--- src/rtl/muldiv_seq.sv ---
// rtl/muldiv_seq.sv - multi-cycle MULT/MULTU/DIV/DIVU sequencer with HI/LO registers
module muldiv_seq #(
  parameter int WIDTH = 32
) (
  input  logic             clk,
  input  logic             rst,
  input  logic             start,
  input  logic [1:0]       op,
  input  logic [WIDTH-1:0] src_a,
  input  logic [WIDTH-1:0] src_b,
  input  logic             flush,
  input  logic             mthi_we,
  input  logic             mtlo_we,
  output logic [WIDTH-1:0] hi,
  output logic [WIDTH-1:0] lo,
  output logic             busy,
  output logic             done
);

  localparam int CNT_W = $clog2(WIDTH);

  typedef enum logic [1:0] {S_IDLE, S_CALC, S_FIXUP} state_t;

  state_t             r_state;
  state_t             w_next;
  logic [CNT_W-1:0]   r_cnt;
  logic               r_is_div;
  logic               r_div_zero;
  logic               r_q_neg;
  logic               r_r_neg;
  logic [WIDTH-1:0]   r_opnd_b;
  logic [WIDTH-1:0]   r_acc_hi;
  logic [WIDTH-1:0]   r_acc_lo;
  logic [WIDTH-1:0]   r_hi;
  logic [WIDTH-1:0]   r_lo;
  logic               r_done;

  logic               w_signed;
  logic               w_neg_a;
  logic               w_neg_b;
  logic [WIDTH-1:0]   w_mag_a;
  logic [WIDTH-1:0]   w_mag_b;
  logic               w_div_zero;
  logic               w_accept;
  logic [WIDTH:0]     w_add;
  logic [WIDTH:0]     w_shift;
  logic               w_ge;
  logic [WIDTH-1:0]   w_sub;
  logic [2*WIDTH-1:0] w_prod;
  logic [2*WIDTH-1:0] w_prod_fix;
  logic [WIDTH-1:0]   w_quo_fix;
  logic [WIDTH-1:0]   w_rem_fix;

  // Operand conditioning: signed ops (op[0]==0) iterate on magnitudes and fix signs at the end.
  always_comb begin
    w_signed   = ~op[0];
    w_neg_a    = w_signed & src_a[WIDTH-1];
    w_neg_b    = w_signed & src_b[WIDTH-1];
    w_mag_a    = w_neg_a ? ('0 - src_a) : src_a;
    w_mag_b    = w_neg_b ? ('0 - src_b) : src_b;
    w_div_zero = op[1] & (src_b == '0);
    w_accept   = (r_state == S_IDLE) & start & ~flush;
  end

  // One iteration step: shift-add multiply and restoring divide share the accumulator pair.
  always_comb begin
    w_add      = {1'b0, r_acc_hi} + (r_acc_lo[0] ? {1'b0, r_opnd_b} : '0);
    w_shift    = {r_acc_hi, r_acc_lo[WIDTH-1]};
    w_ge       = (w_shift >= {1'b0, r_opnd_b});
    w_sub      = w_shift[WIDTH-1:0] - r_opnd_b;
    w_prod     = {r_acc_hi, r_acc_lo};
    w_prod_fix = r_q_neg ? ('0 - w_prod) : w_prod;
    w_quo_fix  = r_q_neg ? ('0 - r_acc_lo) : r_acc_lo;
    w_rem_fix  = r_r_neg ? ('0 - r_acc_hi) : r_acc_hi;
  end

  // Next-state logic: divide by zero skips the iteration phase; flush always returns to idle.
  always_comb begin
    w_next = r_state;
    case (r_state)
      S_IDLE: begin
        if (w_accept) w_next = w_div_zero ? S_FIXUP : S_CALC;
      end
      S_CALC: begin
        if (flush)              w_next = S_IDLE;
        else if (r_cnt == '0)   w_next = S_FIXUP;
      end
      S_FIXUP: w_next = S_IDLE;
      default: w_next = S_IDLE;
    endcase
  end

  // State register.
  always_ff @(posedge clk or posedge rst) begin
    if (rst) r_state <= S_IDLE;
    else     r_state <= w_next;
  end

  // Datapath: latch operands, iterate, then commit HI/LO and pulse done.
  always_ff @(posedge clk or posedge rst) begin
    if (rst) begin
      r_cnt      <= '0;
      r_is_div   <= 1'b0;
      r_div_zero <= 1'b0;
      r_q_neg    <= 1'b0;
      r_r_neg    <= 1'b0;
      r_opnd_b   <= '0;
      r_acc_hi   <= '0;
      r_acc_lo   <= '0;
      r_hi       <= '0;
      r_lo       <= '0;
      r_done     <= 1'b0;
    end else begin
      r_done <= 1'b0;
      case (r_state)
        S_IDLE: begin
          if (mthi_we) r_hi <= src_a;
          if (mtlo_we) r_lo <= src_a;
          if (w_accept) begin
            r_cnt      <= CNT_W'(WIDTH - 1);
            r_is_div   <= op[1];
            r_div_zero <= w_div_zero;
            r_q_neg    <= w_neg_a ^ w_neg_b;
            r_r_neg    <= w_neg_a;
            r_opnd_b   <= w_mag_b;
            r_acc_hi   <= '0;
            r_acc_lo   <= w_div_zero ? src_a : w_mag_a;
          end
        end
        S_CALC: begin
          r_cnt <= r_cnt - 1'b1;
          if (r_is_div) begin
            r_acc_hi <= w_ge ? w_sub : w_shift[WIDTH-1:0];
            r_acc_lo <= {r_acc_lo[WIDTH-2:0], w_ge};
          end else begin
            r_acc_hi <= w_add[WIDTH:1];
            r_acc_lo <= {w_add[0], r_acc_lo[WIDTH-1:1]};
          end
        end
        S_FIXUP: begin
          if (!flush) begin
            r_done <= 1'b1;
            if (r_div_zero) begin
              r_hi <= r_acc_lo;
              r_lo <= '1;
            end else if (r_is_div) begin
              r_hi <= w_rem_fix;
              r_lo <= w_quo_fix;
            end else begin
              r_hi <= w_prod_fix[2*WIDTH-1:WIDTH];
              r_lo <= w_prod_fix[WIDTH-1:0];
            end
          end
        end
        default: ;
      endcase
    end
  end

  assign hi   = r_hi;
  assign lo   = r_lo;
  assign busy = (r_state != S_IDLE);
  assign done = r_done;

endmodule
--- config.mk ---
export PLATFORM = sky130hd
export DESIGN_NAME = muldiv_seq
export DESIGN_NICKNAME = d
export VERILOG_FILES = /design/src/rtl/muldiv_seq.sv
export SDC_FILE = /design/constraint.sdc
export NUM_CORES = 1
export LEC_CHECK = 0
export BUFFER_PORTS_ARGS = -buffer_cell sky130_fd_sc_hd__clkbuf_2
export CAP_MARGIN = 20
export CORE_ASPECT_RATIO = 1.1
export CORE_MARGIN = 2
export CORE_UTILIZATION = 42
export DETAILED_ROUTE_END_ITERATION = 8
export MAX_ROUTING_LAYER = met4
export PLACE_DENSITY = 0.57
export SKIP_LAST_GASP = 1
export SYNTH_ARGS = -nofsm -noshare
export SYNTH_HDL_FRONTEND = slang
export SYNTH_SLANG_ARGS = --single-unit
--- constraint.sdc ---
create_clock -name clk -period 7.4 [get_ports clk]
set_input_delay 0.74 -clock clk [delete_from_list [all_inputs] [get_ports clk]]
set_output_delay 0.74 -clock clk [all_outputs]
set_load 0.05 [all_outputs]
==> impl_metrics.env <==
export IMPL_outcome="finished clean"
export IMPL_drv_slew=0
export IMPL_combPwrFrac=0.603
export IMPL_post_cts_buffers=0
export IMPL_rsz0062_at_grt="no"
export IMPL_dpl_cell_area_mm2=0.0155
export IMPL_reg2reg_to="r_acc_hi[24]$_DFFE_PP0P_"
export IMPL_path_buf_inv=2
export IMPL_gr_total_overflow=0
export IMPL_crit_family="compound AO/OA/AOI/OAI gates"
export IMPL_hold_ws_ns=0.381
export IMPL_yosys_warnings=0
export IMPL_insertion_delay_ns=0.47
export IMPL_start_util=0.428
export IMPL_fin_tns_setup_ns=0
export IMPL_r2r_start="r_acc_lo[0]$_DFFE_PP0P_"
export IMPL_drive_gt1_frac=0.123
export IMPL_final_common_cell="o21ai_0"
export IMPL_seq_area_mm2=0.00431
export IMPL_ys_ff_latch=172
export IMPL_clock_sinks=172
export IMPL_cts_made_buffers=17
export IMPL_avgSynthCellArea_um2=7.90
export IMPL_gp_congestion=0.958
export IMPL_synth_flop_cell="dfrtp_1"
export IMPL_synth_nets=2000
export IMPL_wl_per_cell_um=20.2
export IMPL_antenna_found_initial=0
export IMPL_cts_tree="yes"
export IMPL_syn_inst=1856
export IMPL_grt_pass1_wl_mm=75.7
export IMPL_drtIter0Drc=1101
export IMPL_cts_root_buf="clkbuf_16"
export IMPL_boundaryPins=138
export IMPL_clockBufferDepth=2
export IMPL_async_reset_ff_frac=1.00
export IMPL_end_kind="register"
export IMPL_cpMaxStageDelayCell="a21boi_0"
export IMPL_grt_pass1_vias=13300
export IMPL_cp_arrival_ns=4.42
export IMPL_post_route_util=0.471
export IMPL_antenna_diode_count=0
export IMPL_place_ws_ns=3.34
export IMPL_layout_setup_ws_ns=3.33
export IMPL_pwr_share_seq=0.259
export IMPL_port_buffers=137
export IMPL_cp_start_kind="register"
export IMPL_areaGrowthSynthToFinish_pct=10.2
export IMPL_cts_hold_buf=0
export IMPL_ir_worst_vdd_mv=0.211
export IMPL_timing_fmax_ghz=0.246
export IMPL_slowest_delay_ns=0.54
export IMPL_sw_frac_of_total=0.517
export IMPL_final_nets=2056
export IMPL_cp_max_fo=32
export IMPL_dp_hpwl_mm=35.3
export IMPL_fill_cells=3481
export IMPL_power_density_mw_per_mm2=433
export IMPL_antenna_left=0
export IMPL_drtPass1Iterations=7
export IMPL_grt_max_degree=92
export IMPL_hp_class="input pin to async pin"
export IMPL_hold_viol=0
export IMPL_tightestPinTransition_ns=1.04
export IMPL_crit_type="register to register"
export IMPL_die_area_mm2=0.0364
export IMPL_htree_levels=4
export IMPL_die_width_um=182
export IMPL_layout_common_cells="o21ai_0, nand2_1, dfrtp_1"
export IMPL_internal_power_mw=3.38
export IMPL_power_leakage_nw=6.95
export IMPL_cts_resized=0
export IMPL_wl_mm=47.7
export IMPL_fin_crit_ns=4.07
export IMPL_syn_cell_area_mm2=0.0147
export IMPL_synth_distinct_cells=87
export IMPL_grt_usage=0.274
export IMPL_clkTransAtPathRegs_ns=0.07
export IMPL_path_cells="inv_1 -> buf_4 -> nor2_1 -> ha_1 -> o21ai_0 -> a21oi_1 -> a21boi_0 -> a21oi_1 -> a221oi_1 -> o21ai_0 -> mux2i_1 -> a211o_1 -> a32o_1"
export IMPL_skew_ns=0.0126
export IMPL_r2r_cells=13
export IMPL_worst_ep_required_time_ns=7.75
export IMPL_multi_input_area_mm2=0.00957
export IMPL_switching_power_mw=3.62
export IMPL_rows=71
export IMPL_die_h_um=200
export IMPL_via_count=14000
export IMPL_avgViaCountPerCell=5.92
export IMPL_maxSlewHeadroom=0.306
export IMPL_rrSetupSlack_ns=3.33
export IMPL_drc=0
export IMPL_core_mm2=0.0343
export IMPL_cap_violations=0
export IMPL_post_route_period_util=0.550
export IMPL_pwr_share_clk=0.138
export IMPL_seq_area_frac_synth=0.294
export IMPL_finalSetupViolations=0
export IMPL_worstSetupStartpoint="r_acc_lo[0]$_DFFE_PP0P_"
export IMPL_final_area_mm2=0.0162
export IMPL_synth_edf_count=0
-- per-stage QoR --
step | cells | power (mW)
2_1_floorplan | 1856 | 4.92
3_3_place_gp | 2326 | 5.94
3_5_place_dp | 2327 | 5.98
4_1_cts | 2359 | 6.96
5_1_grt | 2363 | 7.54
6_report | 2363 | 7.00
-- registers in the layout, indices dropped and copies added (netlist names), 2 cells and up --
register,flops
r_cnt,5
r_acc_lo,32
r_state,2
hi,32
r_acc_hi,32
lo,32
r_opnd_b,32
-- synthesized netlist by cell type, drive strengths merged (31+ instances only) --
| master | count | share of area |
|---|---|---|
| o22ai | 33 | 0.014 |
| nand3 | 34 | 0.012 |
| o211ai | 33 | 0.017 |
| a211oi | 39 | 0.020 |
| nand2 | 210 | 0.054 |
| nor2 | 153 | 0.039 |
| xor2 | 66 | 0.039 |
| xnor2 | 105 | 0.063 |
| inv | 66 | 0.017 |
| buf | 31 | 0.013 |
| mux2i | 38 | 0.026 |
| dfrtp | 172 | 0.29 |
| clkbuf | 92 | 0.025 |
| o21ai | 215 | 0.073 |
| a21oi | 140 | 0.048 |
| ha | 70 | 0.060 |
| a21o | 34 | 0.017 |
-- area by class of cell --
class,count,area share
clock buffer,19,0.0280
clock inverter,13,0.00960
inverter,67,0.0159
multi-input combinational,1493,0.592
sequential,172,0.267
tap,438,0.0339
timing repair buffer,161,0.0537
-- routing by layer --
layer	routed length, µm	track usage	vias to the layer above
li1	-	-	6827
met3	2420	0.0310	87
met1	22000	0.362	6614
met2	21900	0.434	451
met5	0	-	-
met4	1420	0.107	0
-- power groups by stage --
stage | Combinational [mW] | Sequential (mW) | Clock [mW]
CTS | 4.18 | 1.80 | 0.980
detailed placement | 4.16 | 1.82 | 0
finish | 4.22 | 1.81 | 0.963
global placement | 4.14 | 1.80 | 0
floorplan | 3.00 | 1.92 | 0
global route | 4.65 | 1.87 | 1.02
-- kinds of logic (layout without fill, tap and decap cells) --
logic type,Yosys count,in the layout,share of synthesized area
compound gates,643,643,0.272
xor+xnor,171,171,0.102
fa+ha+maj,72,72,0.0625
buf+inv,191,260,0.0563
flops,172,172,0.294
mux,40,40,0.0275
simple gates,567,567,0.186
-- worst max-delay path by stage --
stage	endpoint	slack [ns]	depth (start not counted)
detailed placement	r_acc_hi[24]$_DFFE_PP0P_	3.34	13
global placement	r_acc_hi[24]$_DFFE_PP0P_	3.40	13
CTS	r_acc_hi[24]$_DFFE_PP0P_	3.30	13
finish	r_acc_hi[24]$_DFFE_PP0P_	3.33	13
global route	r_acc_hi[24]$_DFFE_PP0P_	3.00	13
floorplan	done$_DFF_PP0_	2.00	1
Note: power is estimated with default switching activity, not from simulation.
